`src/rtl/spi_sd_responder.sv`:
```
// Card-side SPI mode-0 responder for the DivMMC SD link: oversamples the SPI pins,
// deframes 6-byte SD commands and shifts back host-supplied response bytes after Ncr.
module spi_sd_responder #(
    parameter int NCR_BYTES    = 1,
    parameter int RESP_TIMEOUT = 8
) (
    input  logic        clk,
    input  logic        rst_n,
    input  logic        spi_cs_n,
    input  logic        spi_sck,
    input  logic        spi_mosi,
    output logic        spi_miso,
    output logic        spi_miso_oe,
    output logic [7:0]  rx_byte,
    output logic        rx_strobe,
    output logic        cmd_valid,
    output logic [5:0]  cmd_index,
    output logic [31:0] cmd_arg,
    output logic [6:0]  cmd_crc,
    output logic        frame_err,
    input  logic [7:0]  resp_data,
    input  logic        resp_valid,
    input  logic        resp_last,
    output logic        resp_ready
);

    typedef enum logic [2:0] {HUNT, ARG, CRC, NCR, RESP} state_t;

    state_t      state_q, state_d;
    logic        sck_s1_q, sck_s2_q, sck_prev_q;
    logic        cs_n_s1_q, cs_n_s2_q, cs_n_prev_q;
    logic        mosi_s1_q, mosi_s2_q;
    logic [2:0]  bit_cnt_q, bit_cnt_d;
    logic [6:0]  rx_sr_q, rx_sr_d;
    logic [7:0]  tx_sr_q, tx_sr_d;
    logic [7:0]  tx_next_q, tx_next_d;
    logic        load_pending_q, load_pending_d;
    logic [7:0]  cnt_q, cnt_d;
    logic [5:0]  idx_q, idx_d;
    logic [31:0] arg_sr_q, arg_sr_d;
    logic [7:0]  rx_byte_q, rx_byte_d;
    logic        rx_strobe_q, rx_strobe_d;
    logic        cmd_valid_q, cmd_valid_d;
    logic        frame_err_q, frame_err_d;
    logic        resp_ready_q, resp_ready_d;
    logic [5:0]  cmd_index_q, cmd_index_d;
    logic [31:0] cmd_arg_q, cmd_arg_d;
    logic [6:0]  cmd_crc_q, cmd_crc_d;

    logic       cs_active, cs_assert, cs_deassert;
    logic       sck_rise, sck_fall, byte_done, resp_slot;
    logic [7:0] rx_shift, wait_cnt;

    assign cs_active   = !cs_n_s2_q;
    assign cs_assert   = cs_n_prev_q && !cs_n_s2_q;
    assign cs_deassert = !cs_n_prev_q && cs_n_s2_q;
    assign sck_rise    = cs_active && sck_s2_q && !sck_prev_q;
    assign sck_fall    = cs_active && !sck_s2_q && sck_prev_q;
    assign rx_shift    = {rx_sr_q, mosi_s2_q};
    assign byte_done   = sck_rise && (bit_cnt_q == 3'd7);

    // NOTE: every variable gets a default at the top of the block so no path infers a latch.
    always_comb begin
        state_d        = state_q;
        bit_cnt_d      = bit_cnt_q;
        rx_sr_d        = rx_sr_q;
        tx_sr_d        = tx_sr_q;
        tx_next_d      = tx_next_q;
        load_pending_d = load_pending_q;
        cnt_d          = cnt_q;
        idx_d          = idx_q;
        arg_sr_d       = arg_sr_q;
        rx_byte_d      = rx_byte_q;
        rx_strobe_d    = 1'b0;
        cmd_valid_d    = 1'b0;
        frame_err_d    = 1'b0;
        resp_ready_d   = 1'b0;
        cmd_index_d    = cmd_index_q;
        cmd_arg_d      = cmd_arg_q;
        cmd_crc_d      = cmd_crc_q;
        resp_slot      = 1'b0;
        wait_cnt       = (state_q == NCR) ? 8'd0 : cnt_q;

        if (cs_deassert) begin
            bit_cnt_d      = 3'd0;
            load_pending_d = 1'b0;
            tx_sr_d        = 8'hFF;
            state_d        = HUNT;
        end else begin
            if (cs_assert) begin
                tx_sr_d   = 8'hFF;
                bit_cnt_d = 3'd0;
            end
            if (sck_rise) begin
                rx_sr_d   = rx_shift[6:0];
                bit_cnt_d = bit_cnt_q + 3'd1;
            end
            if (sck_fall) begin
                if (load_pending_q) begin
                    tx_sr_d        = tx_next_q;
                    load_pending_d = 1'b0;
                end else begin
                    tx_sr_d = {tx_sr_q[6:0], 1'b1};
                end
            end
            // Byte boundary: decide what the next slot carries and advance the deframer.
            if (byte_done) begin
                rx_byte_d      = rx_shift;
                rx_strobe_d    = 1'b1;
                load_pending_d = 1'b1;
                tx_next_d      = 8'hFF;
                case (state_q)
                    HUNT: if (rx_shift[7:6] == 2'b01) begin
                        idx_d   = rx_shift[5:0];
                        cnt_d   = 8'd0;
                        state_d = ARG;
                    end
                    ARG: begin
                        arg_sr_d = {arg_sr_q[23:0], rx_shift};
                        cnt_d    = cnt_q + 8'd1;
                        if (cnt_q == 8'd3) state_d = CRC;
                    end
                    CRC: if (rx_shift[0]) begin
                        cmd_index_d = idx_q;
                        cmd_arg_d   = arg_sr_q;
                        cmd_crc_d   = rx_shift[7:1];
                        cmd_valid_d = 1'b1;
                        cnt_d       = 8'd0;
                        state_d     = NCR;
                    end else begin
                        frame_err_d = 1'b1;
                        state_d     = HUNT;
                    end
                    NCR: begin
                        if (cnt_q == 8'(NCR_BYTES - 1)) resp_slot = 1'b1;
                        else cnt_d = cnt_q + 8'd1;
                    end
                    RESP:    resp_slot = 1'b1;
                    default: state_d = HUNT;
                endcase

                // The last Ncr slot already decides the first response slot.
                if (resp_slot) begin
                    state_d = RESP;
                    if (resp_valid) begin
                        tx_next_d    = resp_data;
                        resp_ready_d = 1'b1;
                        cnt_d        = 8'd0;
                        if (resp_last) state_d = HUNT;
                    end else begin
                        cnt_d = wait_cnt + 8'd1;
                        if (wait_cnt + 8'd1 == 8'(RESP_TIMEOUT)) state_d = HUNT;
                    end
                end
            end
        end
    end

    // NOTE: sequential state uses non-blocking assignments only; the reset here is synchronous.
    always_ff @(posedge clk) begin
        if (!rst_n) begin
            sck_s1_q       <= 1'b0;
            sck_s2_q       <= 1'b0;
            sck_prev_q     <= 1'b0;
            cs_n_s1_q      <= 1'b1;
            cs_n_s2_q      <= 1'b1;
            cs_n_prev_q    <= 1'b1;
            mosi_s1_q      <= 1'b1;
            mosi_s2_q      <= 1'b1;
            state_q        <= HUNT;
            bit_cnt_q      <= 3'd0;
            rx_sr_q        <= 7'd0;
            tx_sr_q        <= 8'hFF;
            tx_next_q      <= 8'hFF;
            load_pending_q <= 1'b0;
            cnt_q          <= 8'd0;
            idx_q          <= 6'd0;
            arg_sr_q       <= 32'd0;
            rx_byte_q      <= 8'd0;
            rx_strobe_q    <= 1'b0;
            cmd_valid_q    <= 1'b0;
            frame_err_q    <= 1'b0;
            resp_ready_q   <= 1'b0;
            cmd_index_q    <= 6'd0;
            cmd_arg_q      <= 32'd0;
            cmd_crc_q      <= 7'd0;
        end else begin
            sck_s1_q       <= spi_sck;
            sck_s2_q       <= sck_s1_q;
            sck_prev_q     <= sck_s2_q;
            cs_n_s1_q      <= spi_cs_n;
            cs_n_s2_q      <= cs_n_s1_q;
            cs_n_prev_q    <= cs_n_s2_q;
            mosi_s1_q      <= spi_mosi;
            mosi_s2_q      <= mosi_s1_q;
            state_q        <= state_d;
            bit_cnt_q      <= bit_cnt_d;
            rx_sr_q        <= rx_sr_d;
            tx_sr_q        <= tx_sr_d;
            tx_next_q      <= tx_next_d;
            load_pending_q <= load_pending_d;
            cnt_q          <= cnt_d;
            idx_q          <= idx_d;
            arg_sr_q       <= arg_sr_d;
            rx_byte_q      <= rx_byte_d;
            rx_strobe_q    <= rx_strobe_d;
            cmd_valid_q    <= cmd_valid_d;
            frame_err_q    <= frame_err_d;
            resp_ready_q   <= resp_ready_d;
            cmd_index_q    <= cmd_index_d;
            cmd_arg_q      <= cmd_arg_d;
            cmd_crc_q      <= cmd_crc_d;
        end
    end

    assign spi_miso    = cs_active ? tx_sr_q[7] : 1'b1;
    assign spi_miso_oe = cs_active;
    assign rx_byte     = rx_byte_q;
    assign rx_strobe   = rx_strobe_q;
    assign cmd_valid   = cmd_valid_q;
    assign cmd_index   = cmd_index_q;
    assign cmd_arg     = cmd_arg_q;
    assign cmd_crc     = cmd_crc_q;
    assign frame_err   = frame_err_q;
    assign resp_ready  = resp_ready_q;

endmodule
```
`config.mk`:
```
export PLATFORM = sky130hd
export DESIGN_NAME = spi_sd_responder
export DESIGN_NICKNAME = d
export VERILOG_FILES = /design/src/rtl/spi_sd_responder.sv
export SDC_FILE = /design/constraint.sdc
export NUM_CORES = 1
export LEC_CHECK = 0
export CAP_MARGIN = 5
export CORE_ASPECT_RATIO = 1.4
export CORE_UTILIZATION = 58
export DETAILED_ROUTE_END_ITERATION = 12
export GPL_TIMING_DRIVEN = 0
export HOLD_SLACK_MARGIN = 0.06
export PLACE_DENSITY = 0.84
export SETUP_SLACK_MARGIN = 0.15
export SLEW_MARGIN = 20
export SYNTH_ARGS = -nofsm -noshare
export SYNTH_HDL_FRONTEND = slang
export SYNTH_SLANG_ARGS = --single-unit
```
`constraint.sdc`:
```
create_clock -name clk -period 5.2 [get_ports clk]
set_clock_uncertainty 0.1 [all_clocks]
set_input_delay 1.04 -clock clk [delete_from_list [all_inputs] [get_ports clk]]
set_output_delay 1.04 -clock clk [all_outputs]
set_load 0.02 [all_outputs]
```
==> impl_metrics.tcl <==
set metrics [dict create \
    core_mm2 0.00908 \
    clk_path_buf_depth 2 \
    drv_cap 0 \
    syn_inst 676 \
    clock.fmax_ghz 0.357 \
    wl_per_cell_um 15.1 \
    crit_chain "or2_2, clkdlybuf4s50_1" \
    path_class "flop to output pin" \
    arrival_ns 1.66 \
    routed_via_density 5.63 \
    clock_power_share 0.518 \
    synth_area_leaders "dfxtp_1, nand2_1, a21oi_1, clkbuf_1, nor2_1" \
    grtUsageTotal 0.283 \
    clock-sinks 141 \
    synthDistinctLibCells 51 \
    drt_iter0_drc 372 \
    grt_pass1_wl_mm 21.6 \
    die_area_mm2 0.00984 \
    path_max_fanout 8 \
    nNetsFinal 788 \
    vias 4992 \
    holdCritPathClass "flop to flop" \
    final_cells 887 \
    fin_hold_ws_ns 0.310 \
    cts_buffers 17 \
    power_leakage_nw 2.33 \
    cts_setup_buffers 0 \
    cts_tree "yes" \
    yosys.area.top_type "dfxtp_1" \
    hold_viol_final 0 \
    ir_drop_mv 0.332 \
    worstMarginPinSlew_ns 0.808 \
    synth_area_per_cell_um2 8.10 \
    clk_latency_ns 0.41 \
    syn_to_final_growth_pct 26.6 \
    place.gp.congestion 0.912 \
    n_antenna_cell 0 \
    antenna_found_initial 0 \
    initial_core_util 0.603 \
    synth_most_common_cell "nand2_1" \
    fp.dieH_um 117 \
    utilization 0.764 \
    finalPower_mw 2.34 \
    synth_ff_type "dfxtp_1" \
    post_cts_resized 0 \
    min_period_ns 2.80 \
    yosys_warnings 0 \
    p_int_mw 1.87 \
    ys_seq_area_frac 0.515 \
    grt_pass1_vias 4799 \
    syn_nets 697 \
    async_flop_share 0 \
    comb_power_share 0.018 \
    antenna_left 0 \
    drive_gt1_frac 0.0577 \
    htree_levels 4 \
    violations "DRC" \
    root_buffer "clkbuf_16" \
    place_hpwl_mm 9.14 \
    cts.clk_slew.worst_paths_ns 0.06 \
    p_switching_mw 0.465 \
    port_buffers 72 \
    fin_crit_sh 0.538 \
    setup_tns_ns 0 \
    overflow 0 \
    dp.cells 855 \
    critPathLaunchType "flop" \
    setup-violations-final 0 \
    crit_buf_inv 1 \
    rsz0062_at_grt "no" \
    drcViolationCount 10 \
    worst_ep_required_time_ns 4.06 \
    die_w_um 84.1 \
    power_switching_share 0.199 \
    slew_headroom 0.460 \
    cp_slowest_stage_delay_ns 0.55 \
    synth_edf_count 0 \
    p_per_area_mw_per_mm2 337 \
    syn_area_mm2 0.00548 \
    status "finished with violations" \
    drt_wl_total_mm 13.4 \
    pwr-share-seq 0.464 \
    cp-end-kind "output pin" \
    synth_common_cells "nand2_1, dfxtp_1, a21oi_1" \
    first_pass_iters 11 \
    grt_max_degree 17 \
    num_rows 41 \
    yosysTopAreaCellShare 0.515 \
    cp_top_family "buffers and inverters" \
    drv_slew 0 \
    hold_buffers 0 \
    ys_seq_elements 141 \
    io_pins 74 \
    worst_path_max_delay_cell "clkdlybuf4s50_1" \
    filler_cell_count 633 \
]
==> layout make-up <==
class | count | area, um^2 | share of cell area
Multi-Input combinational cell | 481 | 2440 | 0.351
Clock inverter | 11 | 141 | 0.0204
Clock buffer | 21 | 460 | 0.0664
Buffer | 49 | 199 | 0.0287
Inverter | 5 | 18.8 | 0.00271
Timing Repair Buffer | 72 | 721 | 0.104
Tap cell | 107 | 134 | 0.0193
Sequential cell | 141 | 2820 | 0.407
==> worst reg2reg max path: cells and delay by family (launching register included) <==
kind	cells	cell delay, ns
and+or+nand+nor	3	0.94
buffers and inverters	2	0.63
DFF	1	0.35
adders and majority gates	2	0.33
AOI/OAI and AO/OA	1	0.09
==> final timing paths <==
check               startpoint          to  slack (ns)  cells past startpoint
setup / recovery     cs_n_s2_q    spi_miso        2.40                      2
hold / removal       cs_n_s1_q   cs_n_s2_q        0.31                      1
setup reg to reg  bit_cnt_q[0]  cmd_crc[1]        2.64                      8
hold reg to reg      cs_n_s1_q   cs_n_s2_q        0.31                      1
==> logic make-up (layout without fill, tap and decap cells) <==
logic type | after synthesis | count (layout) | synth area share
fa+ha+maj | 6 | 6 | 0.0137
simple gates | 312 | 312 | 0.256
buf+inv | 54 | 158 | 0.0398
compound gates | 151 | 151 | 0.154
xor+xnor | 4 | 4 | 0.00640
mux | 8 | 8 | 0.0146
flops | 141 | 141 | 0.515
==> cells in the final DEF (no fill, tap or decap), types with 4 or more instances in the layout <==
master,n
o21ai_0,12
and2_1,5
nor2_1,24
o22ai_1,9
nand2b_1,6
dfxtp_1,141
buf_2,6
a21oi_1,106
nor3b_1,4
mux2i_1,8
ha_1,6
nor3_1,14
clkbuf_16,17
clkdlybuf4s50_1,72
clkinv_2,4
nor2b_1,10
clkbuf_1,42
inv_1,4
nand3_1,12
nand2_1,211
a31oi_1,4
nand4_1,7
a211oi_1,9
==> through the flow <==
| step | cell area (um^2) | setup WS (ns) |
|---|---|---|
| CTS | 6930 | 2.40 |
| global placement | 6330 | 2.20 |
| detailed placement | 6330 | 2.20 |
| floorplan | 5480 | 2.99 |
| finish | 6930 | 2.40 |
| global route | 6930 | 2.37 |
==> metal layers <==
layer	up-vias	part of all wire	track usage
met5	-	0	0
li1	2454	-	-
met3	52	0.048	0.0736
met4	0	0.038	0.156
met1	2324	0.38	0.279
met2	162	0.54	0.542
==> power by group through the flow <==
stage          Combinational [mW]  Clock [mW]  Sequential, mW
6_report                   0.0419        1.21            1.09
5_1_grt                    0.0461        1.27            1.09
4_1_cts                    0.0418        1.22            1.09
3_5_place_dp               0.0412           0            1.11
3_3_place_gp               0.0404           0            1.11
2_1_floorplan              0.0221           0            1.11
==> sequential cells by signal, indices dropped and copies added, names as in the netlist, 6 cells and up <==
| name | flops |
|---|---|
| cnt_q | 8 |
| cmd_index | 6 |
| arg_sr_q | 32 |
| tx_sr_q | 8 |
| cmd_crc | 7 |
| tx_next_q | 8 |
| rx_sr_q | 7 |
| idx_q | 6 |
| rx_byte | 8 |
| cmd_arg | 32 |
(Power assumes the default switching activity.)
